**src/rtl/mem_port_arbiter.sv**
```systemverilog
// Shares one 64-bit main-memory port between icache refills and data-side bursts.
// Ties are resolved round-robin, or always in favour of data when ARB_DC_PRIORITY_EN is defined.
module mem_port_arbiter #(
    parameter int BLOCK_BYTES = 64
) (
    input  logic        clk_i,
    input  logic        reset_i,
    input  logic        ic_req_i,
    input  logic [31:0] ic_addr_i,
    output logic        ic_rep_ready_o,
    output logic [63:0] ic_rep_word_o,
    output logic        ic_done_o,
    input  logic        dc_req_i,
    input  logic        dc_we_i,
    input  logic [31:0] dc_addr_i,
    input  logic [63:0] dc_wdata_i,
    output logic        dc_wbeat_o,
    output logic        dc_rvalid_o,
    output logic [63:0] dc_rdata_o,
    output logic        dc_done_o,
    output logic        mem_req_o,
    output logic        mem_we_o,
    output logic [31:0] mem_addr_o,
    output logic [63:0] mem_wdata_o,
    input  logic        mem_ack_i,
    input  logic [63:0] mem_rdata_i
);

    localparam int BEAT_BYTES = 8;
    localparam int BEATS      = BLOCK_BYTES / BEAT_BYTES;
    localparam int CNT_W      = (BEATS > 1) ? $clog2(BEATS) : 1;

    // state    | meaning
    // IDLE     | no owner; arbitrate between pending requests
    // IC_BURST | icache owns the port for a read refill burst
    // DC_BURST | data side owns the port for a read or write burst
    typedef enum logic [1:0] {
        IDLE     = 2'd0,
        IC_BURST = 2'd1,
        DC_BURST = 2'd2
    } state_t;

    state_t             state_q;
    state_t             state_d;
    logic [CNT_W-1:0]   count_q;
    logic [31:0]        base_q;
    logic               we_q;
    logic               grant_ic;
    logic               grant_dc;
    logic               beat_ack;
    logic               last_beat;

    assign beat_ack  = (state_q != IDLE) && mem_ack_i;
    assign last_beat = beat_ack && (count_q == CNT_W'(BEATS - 1));
    assign grant_dc  = dc_req_i && !grant_ic;

`ifdef ARB_DC_PRIORITY_EN
    assign grant_ic = ic_req_i && !dc_req_i;
`else
    logic rr_dc_q;  // set: data side wins the next tie

    always_ff @(posedge clk_i or posedge reset_i) begin
        if (reset_i) begin
            rr_dc_q <= 1'b0;
        end else if (last_beat) begin
            rr_dc_q <= (state_q == IC_BURST);
        end
    end

    assign grant_ic = ic_req_i && (!dc_req_i || !rr_dc_q);
`endif

    always_ff @(posedge clk_i or posedge reset_i) begin
        if (reset_i) begin
            state_q <= IDLE;
        end else begin
            state_q <= state_d;
        end
    end

    always_comb begin
        state_d = state_q;
        case (state_q)
            IDLE: begin
                if (grant_ic) begin
                    state_d = IC_BURST;
                end else if (grant_dc) begin
                    state_d = DC_BURST;
                end
            end
            IC_BURST, DC_BURST: begin
                if (last_beat) begin
                    state_d = IDLE;
                end
            end
            default: state_d = IDLE;
        endcase
    end

    // Bursts always start at the block base; the offset field comes from the counter.
    always_ff @(posedge clk_i or posedge reset_i) begin
        if (reset_i) begin
            count_q <= '0;
            base_q  <= '0;
            we_q    <= 1'b0;
        end else if (state_q == IDLE) begin
            count_q <= '0;
            if (grant_ic) begin
                base_q <= ic_addr_i & ~32'(BLOCK_BYTES - 1);
                we_q   <= 1'b0;
            end else if (grant_dc) begin
                base_q <= dc_addr_i & ~32'(BLOCK_BYTES - 1);
                we_q   <= dc_we_i;
            end
        end else if (beat_ack) begin
            count_q <= count_q + CNT_W'(1);
        end
    end

    always_comb begin
        mem_req_o      = 1'b0;
        mem_we_o       = 1'b0;
        mem_addr_o     = '0;
        mem_wdata_o    = '0;
        ic_rep_ready_o = 1'b0;
        ic_rep_word_o  = '0;
        ic_done_o      = 1'b0;
        dc_wbeat_o     = 1'b0;
        dc_rvalid_o    = 1'b0;
        dc_rdata_o     = '0;
        dc_done_o      = 1'b0;
        case (state_q)
            IC_BURST: begin
                mem_req_o      = 1'b1;
                mem_addr_o     = base_q + (32'(count_q) << 3);
                ic_rep_ready_o = mem_ack_i;
                ic_rep_word_o  = mem_ack_i ? mem_rdata_i : 64'd0;
                ic_done_o      = last_beat;
            end
            DC_BURST: begin
                mem_req_o   = 1'b1;
                mem_we_o    = we_q;
                mem_addr_o  = base_q + (32'(count_q) << 3);
                mem_wdata_o = we_q ? dc_wdata_i : 64'd0;
                dc_wbeat_o  = we_q && mem_ack_i;
                dc_rvalid_o = !we_q && mem_ack_i;
                dc_rdata_o  = (!we_q && mem_ack_i) ? mem_rdata_i : 64'd0;
                dc_done_o   = last_beat;
            end
            default: ;
        endcase
    end

endmodule

```
**config.mk**
```make
export PLATFORM = sky130hd
export DESIGN_NAME = mem_port_arbiter
export DESIGN_NICKNAME = d
export VERILOG_FILES = /design/src/rtl/mem_port_arbiter.sv
export SDC_FILE = /design/constraint.sdc
export NUM_CORES = 1
export LEC_CHECK = 0
export CAP_MARGIN = 20
export CORE_AREA = 8 8 162 164
export CTS_BUF_LIST = sky130_fd_sc_hd__clkbuf_8
export DETAILED_ROUTE_END_ITERATION = 10
export DIE_AREA = 0 0 170 172
export HOLD_SLACK_MARGIN = 0.1
export MAX_ROUTING_LAYER = met4
export RECOVER_POWER = 25
export SLEW_MARGIN = 15
export SYNTH_ARGS = -nofsm -noshare
export SYNTH_HDL_FRONTEND = slang
export SYNTH_SLANG_ARGS = --single-unit
export TNS_END_PERCENT = 50
```
**constraint.sdc**
```tcl
create_clock -name clk_i -period 2.5 [get_ports clk_i]
set_input_delay 0.5 -clock clk_i [delete_from_list [all_inputs] [get_ports clk_i]]
set_output_delay 0.5 -clock clk_i [all_outputs]
set_load 0.05 [all_outputs]
```
Word-level counts from Yosys, hierarchy flattened

Cells that the tools add are included.

Reductions and logical operators: 18
Muxes and demuxes: 24
Add/sub/neg operators: 2
Eq/ne operators: 5

Operators by type and width:

| operator              | count |
|---|---|
| $mux W64              | 6 |
| $mux W32              | 3 |
| $add A32 B6 Y32       | 1 |
| $mux W1               | 9 |
| $logic_and A1 B1 Y1   | 6 |
| $mux W2               | 3 |
| $mux W3               | 2 |
| $reduce_bool A2 Y1    | 3 |
| $logic_not A1 Y1      | 4 |
| $pmux W2 S2           | 1 |
| $reduce_and A2 Y1     | 2 |
| $add A3 B1 Y3 const B | 1 |
| $eq A3 B3 Y1 const B  | 1 |
| $ne A3 B3 Y1 const B  | 1 |
| $eq A2 B1 Y1 const B  | 1 |
| $eq A2 B2 Y1 const B  | 1 |
| $logic_not A2 Y1      | 1 |
| $ne A2 B1 Y1 const B  | 1 |
| $reduce_or A2 Y1      | 1 |
| $logic_or A1 B1 Y1    | 1 |

Flip-flop bits (word level): 39
Output and inout bits: 231
Input bits: 198
Logic and storage cells: 54

Longest topological paths before layout

Gate-level depths: netlist of the first run.

Depth after elaboration: 8
Gate-level depth with buffers: 7

Worst setup path after synthesis of the first run

OpenSTA, ideal clock, no wires.

Kind: reg2out
Start: register state_q[0]
End: output dc_rdata_o[43]
Arrival: 1.922 ns
Path buffers: 1
Data required time: 2.000 ns
Setup slack: 0.078 ns
Stages on the path, launching flop included: 7
Cells stage by stage: dfrtp_1 > inv_1 > ha_1 > nand2_1 > nor2_1 > clkbuf_1 > and2_1

Word-level cells in the longest chain between the ends: 2

RTL lines:

| element                | line | text |
|---|---|---|
| from (decl)            | 43   | `state_t state_q;` |
| from (signal assigned) | 77   | `state_q <= state_d;` |
| $eq A2 B2 Y1           | 132  | `case (state_q)` |
| $mux W64               | 132  |  |
| to (decl)              | 19   | `output logic [63:0] dc_rdata_o,` |

Every way passes these cells.

Worst setup path after layout of the first run

Start: register state_q[0]
End: output dc_rdata_o[59]

Same word-level chain as after synthesis.

==> results of run 1 <==
## state kept, by name, summed over array words and instances, names as in the netlist
register  cells
base_q       26
rr_dc_q       1
we_q          1
count_q       3
state_q       2
## cell usage in the layout (no fill, tap or decap), drive strengths merged, types with 2 or more instances in the layout
cell type / n
clkbuf: 9
mux2i: 28
clkdlybuf4s50: 182
dlygate4sd3: 2
ha: 5
nand2: 28
bufinv: 2
o21ai: 28
and3: 129
nor2: 7
conb: 3
diode: 7
nand3: 2
and2: 95
buf: 239
dfrtp: 33
inv: 6
## routing by layer
layer  vias up  GRT usage  share of wire
li1       2195          -              -
met1      2058     0.1610           0.40
met2       213     0.2404           0.50
met3        21    0.05046          0.091
met4         0    0.04653          0.015
met5         -          -              0
## power by group
part           switching [mW]  internal, mW  total [mW]
clock network           0.208         0.396       0.604
logic                    3.61          2.94        6.55
registers               0.126         0.777       0.904
total                    3.95          4.11        8.06
## tightest hold or removal path, delay by kind of cell, from the launching register on
family	cells	cell delay [ns]
flops	1	0.34
simple gates	1	0.04
compound gates	1	0.06
## kinds of logic (layout without fill, tap and decap cells)
logic type | after synthesis | count (layout) | share of synthesized area
muxes | 28 | 28 | 0.08699
DFF | 33 | 33 | 0.2563
AOI/OAI and AO/OA | 33 | 33 | 0.06214
and+or+nand+nor | 264 | 264 | 0.4851
xor gates and xnor gates | 1 | 1 | 0.002719
adders and majority gates | 5 | 5 | 0.01942
other | 1 | 10 | 0.001164
buffers and inverters | 57 | 441 | 0.08621
## cell type report
| type | instances | area share |
|---|---|---|
| flip-flops and latches | 33 | 0.08110 |
| diodes | 7 | 0.001720 |
| clock inverters | 3 | 0.006390 |
| inverters | 6 | 0.002212 |
| well taps | 324 | 0.03981 |
| multi-input cells | 334 | 0.2105 |
| repair buffers | 427 | 0.6515 |
| clock buffers | 5 | 0.006758 |
## worst paths after layout
kind,cells past startpoint,end,slack [ns],from
max,8,dc_rdata_o[59],0.07,state_q[0]
min,2,base_q[9],0.47,base_q[9]
max reg2reg,6,base_q[17],0.50,state_q[1]
min reg2reg,2,base_q[9],0.47,base_q[9]
max in group asynchronous,3,state_q[0],1.03,reset_i
min in group asynchronous,3,base_q[10],0.92,reset_i
## metrics by stage
| step | util | setup WS, ns | TNS, ns |
|---|---|---|---|
| after floorplan | - | 0.07844 | 0 |
| after global placement | 0.4189 | 0.3591 | 0 |
| after detailed placement | 0.4189 | 0.3530 | 0 |
| after CTS | 0.4245 | 0.06310 | 0 |
| after global routing | 0.4273 | -0.02069 | -0.3123 |
| final | 0.4275 | 0.07219 | 0 |
## timing repair
| action | 4_1_cts | 5_1_grt |
|---|---|---|
| gates resized for setup | 0 | 3 |
| hold buffers | 0 | 0 |
| setup endpoints to repair | 0 | 14 |
| buffers inserted | 0 | 1 |
==> qor.yml, run 1 <==
timing:
  skew_ns: 0.003387
  slew_headroom: 0.4030
  final_max_slew_viol_count: 0
  final-setup-viol-count: 0
  tightest_slew_ns: 0.8956
  rsz0062_at_grt: "yes"
  holdWs_ns: 0.4730
  fmax_mhz: 411.9
  min_period_ns: 2.428
  finalHoldViolCount: 0
  min_period_over_period: 0.9711
floorplan:
  die_area_sq_mm: 0.02924
  placementRows: 57
  die_h_um: 172
  die_w_um: 170
  initial_utilization: 0.1353
  pin_count: 429
  core-area_sq_mm: 0.02382
synthesis:
  synthArstFlopShare: 1.000
  synth_top_area_cell: "dfrtp_1"
  synth_ff_type: "dfrtp_1"
  ys_seq_elements: 33
  synth_area_sq_mm: 0.003222
  post-synth-top-count-cell: "and3_1"
  synth_edf_count: 0
  netlist.area_leader.share: 0.2563
  yosysSeqAreaShare: 0.2563
  syn_inst: 422
  yosys.cell_types.count: 28
  synth_common_cells: "and3_1 (129), and2_1 (95), clkbuf_1 (35)"
  yosys-top-cells-area: "dfrtp_1 (26%), and3_1 (25%), and2_1 (18%)"
  syn_area_per_cell_sq_um: 7.635
  ys_warn_count: 0
setup_path:
  crit_path_max_incr_delay_ns: 0.40
  worstSetupEndpointType: "primary output"
  cp.arrival_ns: 1.93
  slowest_stage: "dfrtp_1"
  cp-start-kind: "flip-flop"
  crit_path_cell_trace: "inv_1 > ha_2 > nand2_1 > nor2_4 > buf_12 > clkbuf_16 > and2_1 > buf_12"
  cp_max_fo: 32
  critical-path-top-delay-family: "buffers and inverters"
  cp_data_required_time_ns: 2.00
  cp_num_buf_inv: 4
  worstSetupPathType: "reg -> out"
  cpMostUsedCell: "buf_12"
cells_and_area:
  finalInstanceArea_sq_mm: 0.01018
  multi_input_area_sq_mm: 0.002143
  fin_cells: 1139
  seqCellArea_sq_um: 825.8
  layout.nets: 1010
  syn2layout_area_growth_pct: 216.0
  drive_above_1_share: 0.3193
  fillers: 2283
clocking:
  clkTransAtPathRegs_ns: 0.07
  clock_sinks: 33
  numCtsBuffers: 5
  cts_tree: "yes"
  clock_latency_ns: 0.29
  htree_levels: 2
  clockRootBuffer: "clkbuf_8"
  cts_buffer_depth: 2
global_routing:
  track_usage: 0.1446
  grt_pass1_vias: 4665
  grt_pass1_wl_mm: 30.99
  overflow: 0
  antenna_found_initial: 5
  grt_max_degree: 68
job:
  drv_cap: 0
power_and_ir_drop:
  finalPower_mw: 8.058
  vdd_drop_max_v: 0.0006348
  power_density_mw_per_mm2: 791.4
  p_leak_nw: 4.613
min_path:
  min_path_type: "reg -> reg"
drt:
  drc: 0
  drt_iter0_markers: 149
  vias: 4487
  first_pass_iters: 4
  viasPerCell: 3.939
  final_antenna_net_count: 0
  wl_per_cell_um: 19.62
  routed_wl_mm: 22.35
placed_design:
  port_buffers: 413
  hpwl_mm: 18.83
  place_inst: 1121
  place.gp.congestion: 0.8074
  place_area_sq_mm: 0.009978
run_status:
  status: "finished, final reports clean"
Note: power is estimated with default switching activity, not from simulation.
==> run 2, diff against run 1 <==
Settings changed: CORE_AREA 8 8 162 164 to 2 2 166 168, DIE_AREA 0 0 170 172 to 0 0 168 170.
==> qor.yml, run 2 (synthesis gave the netlist of run 1 again) <==
timing:
  rsz0062_at_grt: "yes"
  tightest_slew_ns: 0.8855
  final_max_slew_viol_count: 0
  fmax_mhz: 413.2
  min_period_over_period: 0.9681
  min_period_ns: 2.420
  slew_headroom: 0.4097
  final-setup-viol-count: 0
  tns_ns: 0
  finalHoldViolCount: 0
  skew_ns: 0.01124
  fin_ws_ns: 0.07963
setup_path:
  worstSetupPathType: "reg -> out"
  crit_path_max_incr_delay_ns: 0.40
  cpMostUsedCell: "buf_12"
  worstSetupEndpointType: "primary output"
  cp_max_fo: 16
  cp-start-kind: "flip-flop"
  slowest_stage: "dfrtp_1"
  cp_data_required_time_ns: 2.00
  cp.arrival_ns: 1.92
  crit_path_cell_trace: "inv_1 > ha_2 > nand2_1 > nor2_4 > buf_4 > buf_12 > and2_1 > buf_12"
cells_and_area:
  fillers: 2616
  largest_reg_flops: 26
  layout_common_cells: "buf_12 (232), clkdlybuf4s50_1 (183), and3_1 (129), and2_1 (89), dfrtp_1 (33)"
  layout.nets: 1012
  top_register: "base_q"
  final_common_cell: "buf_12"
  fin_cells: 1156
  syn2layout_area_growth_pct: 214.8
  reg.largest.list: "base_q (26), count_q (3), state_q (2)"
  fin_util: 0.3806
  drive_above_1_share: 0.3235
power_and_ir_drop:
  pwr-share-seq: 0.115
  vdd_drop_max_v: 0.0006083
  power_density_mw_per_mm2: 772.4
  p_leak_nw: 4.602
  swShare: 0.4978
  p_clk_frac: 0.058
  comb_power_share: 0.828
  p_sw_mw: 3.900
  p_int_mw: 3.934
drt:
  wl_per_cell_um: 17.13
  first_pass_iters: 4
  final_antenna_net_count: 0
  drt_iter0_markers: 155
  vias: 4437
  routed_wl_mm: 19.80
  viasPerCell: 3.838
  drc: 0
clocking:
  numCtsBuffers: 5
  clock_sinks: 33
  cts_tree: "yes"
  clockRootBuffer: "clkbuf_8"
  cts_buffer_depth: 2
  htree_levels: 2
  clkTransAtPathRegs_ns: 0.08
  clock_latency_ns: 0.29
min_path:
  min_path_type: "reg -> reg"
global_routing:
  track_usage: 0.1327
  grt_pass1_vias: 4405
  grt_pass1_wl_mm: 28.15
  antenna_found_initial: 5
  overflow: 0
  grt_max_degree: 68
run_status:
  status: "finished, final reports clean"
placed_design:
  dp_slack_ns: 0.3174
  port_buffers: 413
  place_inst: 1138
  place.gp.congestion: 0.7988
  hpwl_mm: 16.22
floorplan:
  core-area_sq_mm: 0.02665
  placementRows: 60
  die_h_um: 170
  initial_utilization: 0.1209
  die_area_sq_mm: 0.02856
  pin_count: 429
  die_w_um: 168
job:
  drv_cap: 0
==> run 2: timing repair <==
item                       4_1_cts  5_1_grt
setup buffers                    0        3
hold buffers                     0        0
setup endpoints to repair        1      127
gates resized for setup          0        8
gates cloned                     0        2
pin swaps                        0        1
==> run 2: layout make-up <==
cell class              count  area [sq um]  share of cell area
inverters                   6         22.52            0.002221
flip-flops and latches     33         825.8             0.08142
clock inverters             1         5.005           0.0004935
repair buffers            429          6611              0.6519
well taps                 341         426.7             0.04207
diodes                      5         12.51            0.001234
multi-input cells         334          2142              0.2112
clock buffers               7         96.34            0.009499
==> run 2: final timing paths <==
path	startpoint	endpoint	slack (ns)	depth (start not counted)
min	base_q[11]	base_q[11]	0.47	2
max in group asynchronous	reset_i	base_q[16]	1.03	3
max	state_q[0]	dc_rdata_o[6]	0.08	8
max reg2reg	state_q[1]	base_q[14]	0.33	7
min reg2reg	base_q[11]	base_q[11]	0.47	2
min in group asynchronous	reset_i	base_q[8]	0.92	3
==> run 2: power by group through the flow <==
stage               logic (mW)  clock network [mW]  registers (mW)
floorplan                 3.22                   0           0.871
global placement          6.55                   0           0.893
detailed placement        6.56                   0           0.910
CTS                       6.58               0.479           0.900
global route              6.80               0.498           0.933
finish                    6.48               0.454           0.897
==> run 2: metal layers <==
layer	vias to the layer above	global-route usage	wire length [um]
met5	-	-	0
met4	0	0.03062	315
met3	17	0.04233	1702
met2	213	0.2310	10020
met1	2011	0.1485	7766
li1	2196	-	-
==> run 2: critical path, delay by kind of cell (launching register included) <==
family                     cells  cell delay (ns)
DFF                            1             0.40
buffers and inverters          4             0.54
adders and majority gates      1             0.20
and+or+nand+nor                3             0.47
==> run 2: metrics by stage <==
step,hold WS (ns),area (sq um),power (mW)
detailed placement,0.4633,9975,7.474
global route,0.5019,10140,8.233
global placement,0.4536,9975,7.438
finish,0.4708,10140,7.834
CTS,0.4803,10080,7.956
floorplan,0.4424,3229,4.093
